File: src/rtl/led_scan_seq_pkg.sv
// Shared definitions for the LED scan sequencer and the downstream 1-to-8 demux stage.
package led_scan_seq_pkg;

  localparam int unsigned NPOS  = 8;
  localparam int unsigned SEL_W = 3;

  typedef enum logic {
    ST_IDLE = 1'b0,
    ST_SCAN = 1'b1
  } state_e;

endpackage

File: src/rtl/led_scan_seq_if.sv
// Control/data bundle between the scan controller (master) and the sequencer (slave).
interface led_scan_seq_if;

  logic                                  load;
  logic [led_scan_seq_pkg::NPOS-1:0]     pattern;
  logic                                  loop_en;
  logic [led_scan_seq_pkg::SEL_W-1:0]    A;
  logic                                  data;
  logic                                  busy;
  logic                                  done;

  modport master (
    output load,
    output pattern,
    output loop_en,
    input  A,
    input  data,
    input  busy,
    input  done
  );

  modport slave (
    input  load,
    input  pattern,
    input  loop_en,
    output A,
    output data,
    output busy,
    output done
  );

endinterface

File: src/rtl/led_scan_seq_tick_div.sv
// Dwell counter: counts 0..DIV-1 while enabled and flags the final count as a tick.
module led_scan_seq_tick_div #(
  parameter int unsigned DIV = 4
) (
  input  logic clk,
  input  logic rst,
  input  logic clr_i,
  input  logic en_i,
  output logic tick_o
);

  localparam int unsigned CntW = (DIV > 1) ? $clog2(DIV) : 1;
  localparam logic [CntW-1:0] Last = CntW'(DIV - 1);

  logic [CntW-1:0] cnt_q, cnt_d;

  assign tick_o = en_i && (cnt_q == Last);

  always_comb begin
    cnt_d = cnt_q;
    if (clr_i || tick_o) begin
      cnt_d = '0;
    end else if (en_i) begin
      cnt_d = cnt_q + CntW'(1);
    end
  end

  always_ff @(posedge clk) begin
    if (rst) begin
      cnt_q <= '0;
    end else begin
      cnt_q <= cnt_d;
    end
  end

endmodule

File: src/rtl/led_scan_seq.sv
// Steps the demux select through all positions, holding each for DIV cycles and driving the
// captured pattern bit for the current position; one-shot or continuous.
module led_scan_seq
  import led_scan_seq_pkg::*;
#(
  parameter int unsigned DIV = 4
) (
  input  logic            clk,
  input  logic            rst,
  led_scan_seq_if.slave   bus
);

  localparam logic [SEL_W-1:0] LastPos = SEL_W'(NPOS - 1);

  state_e            state_q, state_d;
  logic [SEL_W-1:0]  a_q, a_d;
  logic              data_q, data_d;
  logic              done_q, done_d;
  logic [NPOS-1:0]   pat_q, pat_d;
  logic              scan;
  logic              tick;

  assign scan = (state_q == ST_SCAN);

  // Counter is held at zero in IDLE so every scan starts with a full dwell.
  led_scan_seq_tick_div #(
    .DIV (DIV)
  ) u_tick_div (
    .clk    (clk),
    .rst    (rst),
    .clr_i  (!scan),
    .en_i   (scan),
    .tick_o (tick)
  );

  always_comb begin
    state_d = state_q;
    a_d     = a_q;
    data_d  = data_q;
    done_d  = 1'b0;
    pat_d   = pat_q;
    unique case (state_q)
      ST_IDLE: begin
        if (bus.load) begin
          state_d = ST_SCAN;
          pat_d   = bus.pattern;
          a_d     = '0;
          data_d  = bus.pattern[0];
        end
      end
      ST_SCAN: begin
        if (tick) begin
          if (a_q != LastPos) begin
            a_d    = a_q + SEL_W'(1);
            data_d = pat_q[a_d];
          end else if (bus.loop_en) begin
            a_d    = '0;
            data_d = pat_q[0];
          end else begin
            state_d = ST_IDLE;
            a_d     = '0;
            data_d  = 1'b0;
            done_d  = 1'b1;
          end
        end
      end
      default: state_d = ST_IDLE;
    endcase
  end

  always_ff @(posedge clk) begin
    if (rst) begin
      state_q <= ST_IDLE;
      a_q     <= '0;
      data_q  <= 1'b0;
      done_q  <= 1'b0;
      pat_q   <= '0;
    end else begin
      state_q <= state_d;
      a_q     <= a_d;
      data_q  <= data_d;
      done_q  <= done_d;
      pat_q   <= pat_d;
    end
  end

  assign bus.A    = a_q;
  assign bus.data = data_q;
  assign bus.busy = scan;
  assign bus.done = done_q;

endmodule

File: src/flat_wrapper.sv
// flat-port wrapper written by rule: the top's interface ports become plain ports
module led_scan_seq_flat import led_scan_seq_pkg::*;
#(
  parameter int unsigned DIV = 4
)
  (clk, rst, bus_load, bus_pattern, bus_loop_en, bus_A, bus_data, bus_busy, bus_done);
  led_scan_seq_if bus_i ();
  input  logic clk;
  input  logic rst;
  input wire logic [$bits(bus_i.load)-1:0] bus_load;
  input wire logic [$bits(bus_i.pattern)-1:0] bus_pattern;
  input wire logic [$bits(bus_i.loop_en)-1:0] bus_loop_en;
  output wire logic [$bits(bus_i.A)-1:0] bus_A;
  output wire logic [$bits(bus_i.data)-1:0] bus_data;
  output wire logic [$bits(bus_i.busy)-1:0] bus_busy;
  output wire logic [$bits(bus_i.done)-1:0] bus_done;
  assign bus_i.load = bus_load;
  assign bus_i.pattern = bus_pattern;
  assign bus_i.loop_en = bus_loop_en;
  assign bus_A = bus_i.A;
  assign bus_data = bus_i.data;
  assign bus_busy = bus_i.busy;
  assign bus_done = bus_i.done;
  led_scan_seq #(.DIV(DIV)) u_core (.clk(clk), .rst(rst), .bus(bus_i));
endmodule
File: config.mk
export PLATFORM = sky130hd
export DESIGN_NAME = led_scan_seq_flat
export DESIGN_NICKNAME = d
export VERILOG_FILES = /design/src/rtl/led_scan_seq_pkg.sv /design/src/rtl/led_scan_seq_if.sv /design/src/rtl/led_scan_seq_tick_div.sv /design/src/rtl/led_scan_seq.sv /design/src/flat_wrapper.sv
export SDC_FILE = /design/constraint.sdc
export NUM_CORES = 1
export LEC_CHECK = 0
export BUFFER_PORTS_ARGS = -buffer_cell sky130_fd_sc_hd__buf_2
export CAP_MARGIN = 40
export CORE_MARGIN = 1.5
export CORE_UTILIZATION = 40
export CTS_BUF_LIST = sky130_fd_sc_hd__clkbuf_8
export DETAILED_ROUTE_END_ITERATION = 6
export MAX_ROUTING_LAYER = met4
export PLACE_DENSITY = 0.65
export RECOVER_POWER = 100
export SLEW_MARGIN = 30
export SYNTH_ARGS = -nofsm -noshare
export SYNTH_HDL_FRONTEND = slang
export SYNTH_SLANG_ARGS = --single-unit
File: constraint.sdc
create_clock -name clk -period 1.5 [get_ports clk]
set_input_delay 0 -clock clk [delete_from_list [all_inputs] [get_ports clk]]
set_output_delay 0 -clock clk [all_outputs]
set_load 0.005 [all_outputs]
==> key figures <==
Status
  • Outcome: finished, violations left
  • Violations in the final reports: negative hold slack

Timing
  • Worst relative slew slack: 76.90%
  • PnR worst setup slack: 0.01712 ns
  • Maximum achievable frequency: 674.4 MHz
  • Final count of negative-setup-slack endpoints: 0
  • Fin crit period: 1.483 ns
  • Number of max-slew violations in the final report: 0
  • Final Hold Fails: 1
  • Hold Slack: -0.006439 ns
  • RSZ-0062 raised after global routing: yes
  • Clock tree skew after final layout: 0.002135 ns
  • Slew at the pin closest to its max-slew limit: 0.3369 ns
  • Final clock period utilization by the worst path: 98.86%

Critical path
  • Startpoint kind of the worst setup timing path: register
  • Crit Path Max Fanout: 3
  • Data required time of the critical path: 1.62 ns
  • Crit Path Class: register to register
  • Ordered cell list for the critical path: ha_4 > ha_4 > mux4_2 > nand2b_4 > o211ai_2 > a41oi_2
  • Crit-path slowest cell: sky130_fd_sc_hd__dfxtp_2
  • Endpoint kind of the worst setup timing path: register
  • Critical path's top delay family: adder cells
  • Buffer and inverter count on the worst path: 0
  • Arrival time reported for the critical path endpoint: 1.60 ns
  • Maximum cell stage delay along the critical path: 0.33 ns
  • Cell occurring most often along the worst timing path: sky130_fd_sc_hd__ha_4

Floorplan
  • Die outline area: 0.002119 mm2
  • Chip Height: 46.03 um
  • Ports: 18
  • Area of the core: 0.001727 mm2
  • Number of placement rows: 15
  • X dimension of the die: 46.03 um
  • Initial cell density of the core: 42.90%

Clock network
  • Worst-path clk slew: 0.06 ns
  • Count of clock tree sinks: 16
  • Clock buffer depth: 2
  • TritonCTS clock tree: done
  • H-tree depth reported by CTS: 1
  • Number of buffers inserted during clock tree synthesis: 3
  • Clock Latency Late Sink: 0.24 ns
  • CTS Root Buffer Type: sky130_fd_sc_hd__clkbuf_8

Yosys
  • Portion of synthesized cell area occupied by the leading cell type: 43.24%
  • Area share of xor/xnor cells in the synthesized design: 0%
  • Post-Syn Area per Cell: 10.73 um2
  • Combined area of all synthesized cells: 740.7 um2
  • Synthesized-area fraction occupied by and/or/nand/nor cells: 20.95%
  • Adder-cell share of the synthesized area: 6.757%
  • Post-synthesis mux area share: 16.55%
  • Most area-hungry cell type in the Yosys netlist: sky130_fd_sc_hd__dfxtp_1
  • Synth Net Count: 85
  • Number of distinct library cell variants in the gate-level netlist after synthesis: 24
  • Total of warnings raised by yosys: 0
  • Flip-flop and latch count after synthesis: 16
  • Synthesized instance count: 69
  • Compound-gate portion of the synthesized area: 9.291%
  • Part of the Yosys area used for sequential elements: 43.24%
  • Synth area leaders: sky130_fd_sc_hd__dfxtp_1 43%, sky130_fd_sc_hd__mux2i_1 14%, sky130_fd_sc_hd__ha_1 6.8%
  • Combinational family with the most area after synthesis: simple AND/OR/NAND/NOR gates

Finish
  • Layout overhead on the synthesized area: 34.29%
  • Most common cell after layout, fill and taps aside: sky130_fd_sc_hd__buf_2
  • Util after Layout: 57.61%
  • Highest-count cells in the layout ignoring fill and taps: 17 x sky130_fd_sc_hd__buf_2, 14 x sky130_fd_sc_hd__dfxtp_1, 13 x sky130_fd_sc_hd__nor2_1
  • Share of layout cells above drive strength 1: 36.08%
  • # diodes: 0
  • Number of nets in the layout: 114

Pwr
  • Pwr per Cell Area: 920.1 mW/mm2
  • Static Leak: 0.0004336 uW
  • Peak supply drop: 0.5531 mV

Worst hold path
  • Worst hold path type: input port to register

Global routing
  • GRT Residual Overflow: 0
  • Number of antenna violations at the first check in global routing: 0
  • Overall global routing resource usage: 15.10%
  • Number of global-route vias before repair: 537
  • Largest net degree at the start of global routing: 17
  • First-pass GRT wire length: 2194 um

Detailed routing
  • Post-detailed-routing wire length: 1341 um
  • Antenna Nets Post-Route: 0
  • Drt drc: 0
  • Vias per cell: 4.689
  • Drt first-iter violations: 5
  • Via count: 572
  • Iteration count of the initial detailed-routing pass: 4
  • Average detailed-routed wire length per instance: 10.99 um

Placed design
  • Gpl congestion: 0.8051
  • Number of buffer cells added on primary ports: 17
  • Worst slack, placed: -0.01054 ns
  • Post-detailed-placement half-perimeter wirelength: 1020 um

Job
  • Max-cap viol count: 0
-- metrics by stage --
step / instances / area [um2] / setup TNS, ns / hold WS, ns / total power [uW]
global placement: 114 / 909.6 / 0 / 0.2335 / 544.8
CTS: 122 / 1005 / 0 / 0.001030 / 928.5
floorplan: 69 / 768.2 / 0 / 0.06333 / 513.4
global route: 122 / 994.7 / -0.03891 / 0.009845 / 953.0
detailed placement: 114 / 909.6 / -0.01054 / 0.2436 / 547.2
finish: 122 / 994.7 / 0 / -0.006439 / 915.3
-- layout make-up --
type,instances,area [um2]
clock buffers,4,55.05
fillers,169,732.0
inverters,1,3.754
multi-input cells,49,421.7
flip-flops and latches,16,322.8
well taps,25,31.28
repair buffers,27,160.2
-- registers in the layout, indices dropped and copies added (netlist names) --
register and cells:
u_core.u_tick_div.cnt_q 2, u_core.pat_q 8, u_core.bus.done 1, u_core.bus.A 3, u_core.bus.busy 1, u_core.bus.data 1
-- cells by family (layout without fill, tap and decap cells) --
group / Yosys count / count (layout)
flops: 16 / 16
fa+ha+maj: 4 / 4
simple gates: 27 / 27
buf+inv: 4 / 32
mux: 11 / 11
compound gates: 7 / 7
-- per-layer routing --
layer  global-route usage (%)  wire length (um)  vias up
met5                        -                 0        -
met4                    5.143                10        0
met3                    3.571                37        2
met2                    25.00               618        8
met1                    17.72               674      261
li1                         -                 -      301
-- worst paths after layout --
kind                                                 start                         end  slack, ns  cells past startpoint
worst min-delay path                        bus_pattern[6]             u_core.pat_q[6]     -0.006                      3
worst max-delay path                       u_core.bus.A[1]             u_core.bus.data       0.02                      6
worst min register to register  u_core.u_tick_div.cnt_q[0]  u_core.u_tick_div.cnt_q[0]       0.44                      1
worst max register to register             u_core.bus.A[1]             u_core.bus.data       0.02                      6
-- cell usage after synthesis --
library cell and number:
sky130_fd_sc_hd__a21oi_1 2, sky130_fd_sc_hd__a221oi_2 1, sky130_fd_sc_hd__a22oi_1 2, sky130_fd_sc_hd__a41oi_2 1, sky130_fd_sc_hd__buf_2 1, sky130_fd_sc_hd__buf_6 1, sky130_fd_sc_hd__clkbuf_1 1, sky130_fd_sc_hd__dfxtp_1 16
sky130_fd_sc_hd__ha_1 4, sky130_fd_sc_hd__inv_1 1, sky130_fd_sc_hd__mux2i_1 10, sky130_fd_sc_hd__mux4_2 1, sky130_fd_sc_hd__nand2_1 3, sky130_fd_sc_hd__nand2b_1 1, sky130_fd_sc_hd__nand2b_4 1, sky130_fd_sc_hd__nand3b_4 1
sky130_fd_sc_hd__nand4_1 1, sky130_fd_sc_hd__nor2_1 13, sky130_fd_sc_hd__nor2b_1 2, sky130_fd_sc_hd__nor3_1 2, sky130_fd_sc_hd__nor3b_1 1, sky130_fd_sc_hd__nor4b_1 1, sky130_fd_sc_hd__nor4bb_1 1, sky130_fd_sc_hd__o211ai_2 1
-- repair_timing --
action,in CTS,in global routing
setup endpoints to repair,1,1
cloned,0,0
hold endpoints to repair,4,0
setup buffers,0,0
resized for setup,0,0
hold buffers,4,0
pin swaps,2,0
-- report_power, final --
group          switching [uW]  internal [uW]
Clock                     139            232
Combinational            37.9           49.9
Sequential               12.6            444
Total                     190            726
-- worst min-delay path, cell delays in order --
cell,delay (ns)
sky130_fd_sc_hd__buf_2,0.07
sky130_fd_sc_hd__mux2i_1,0.05
sky130_fd_sc_hd__nor2_1,0.07
No activity file was read; power rests on OpenSTA's default activity.
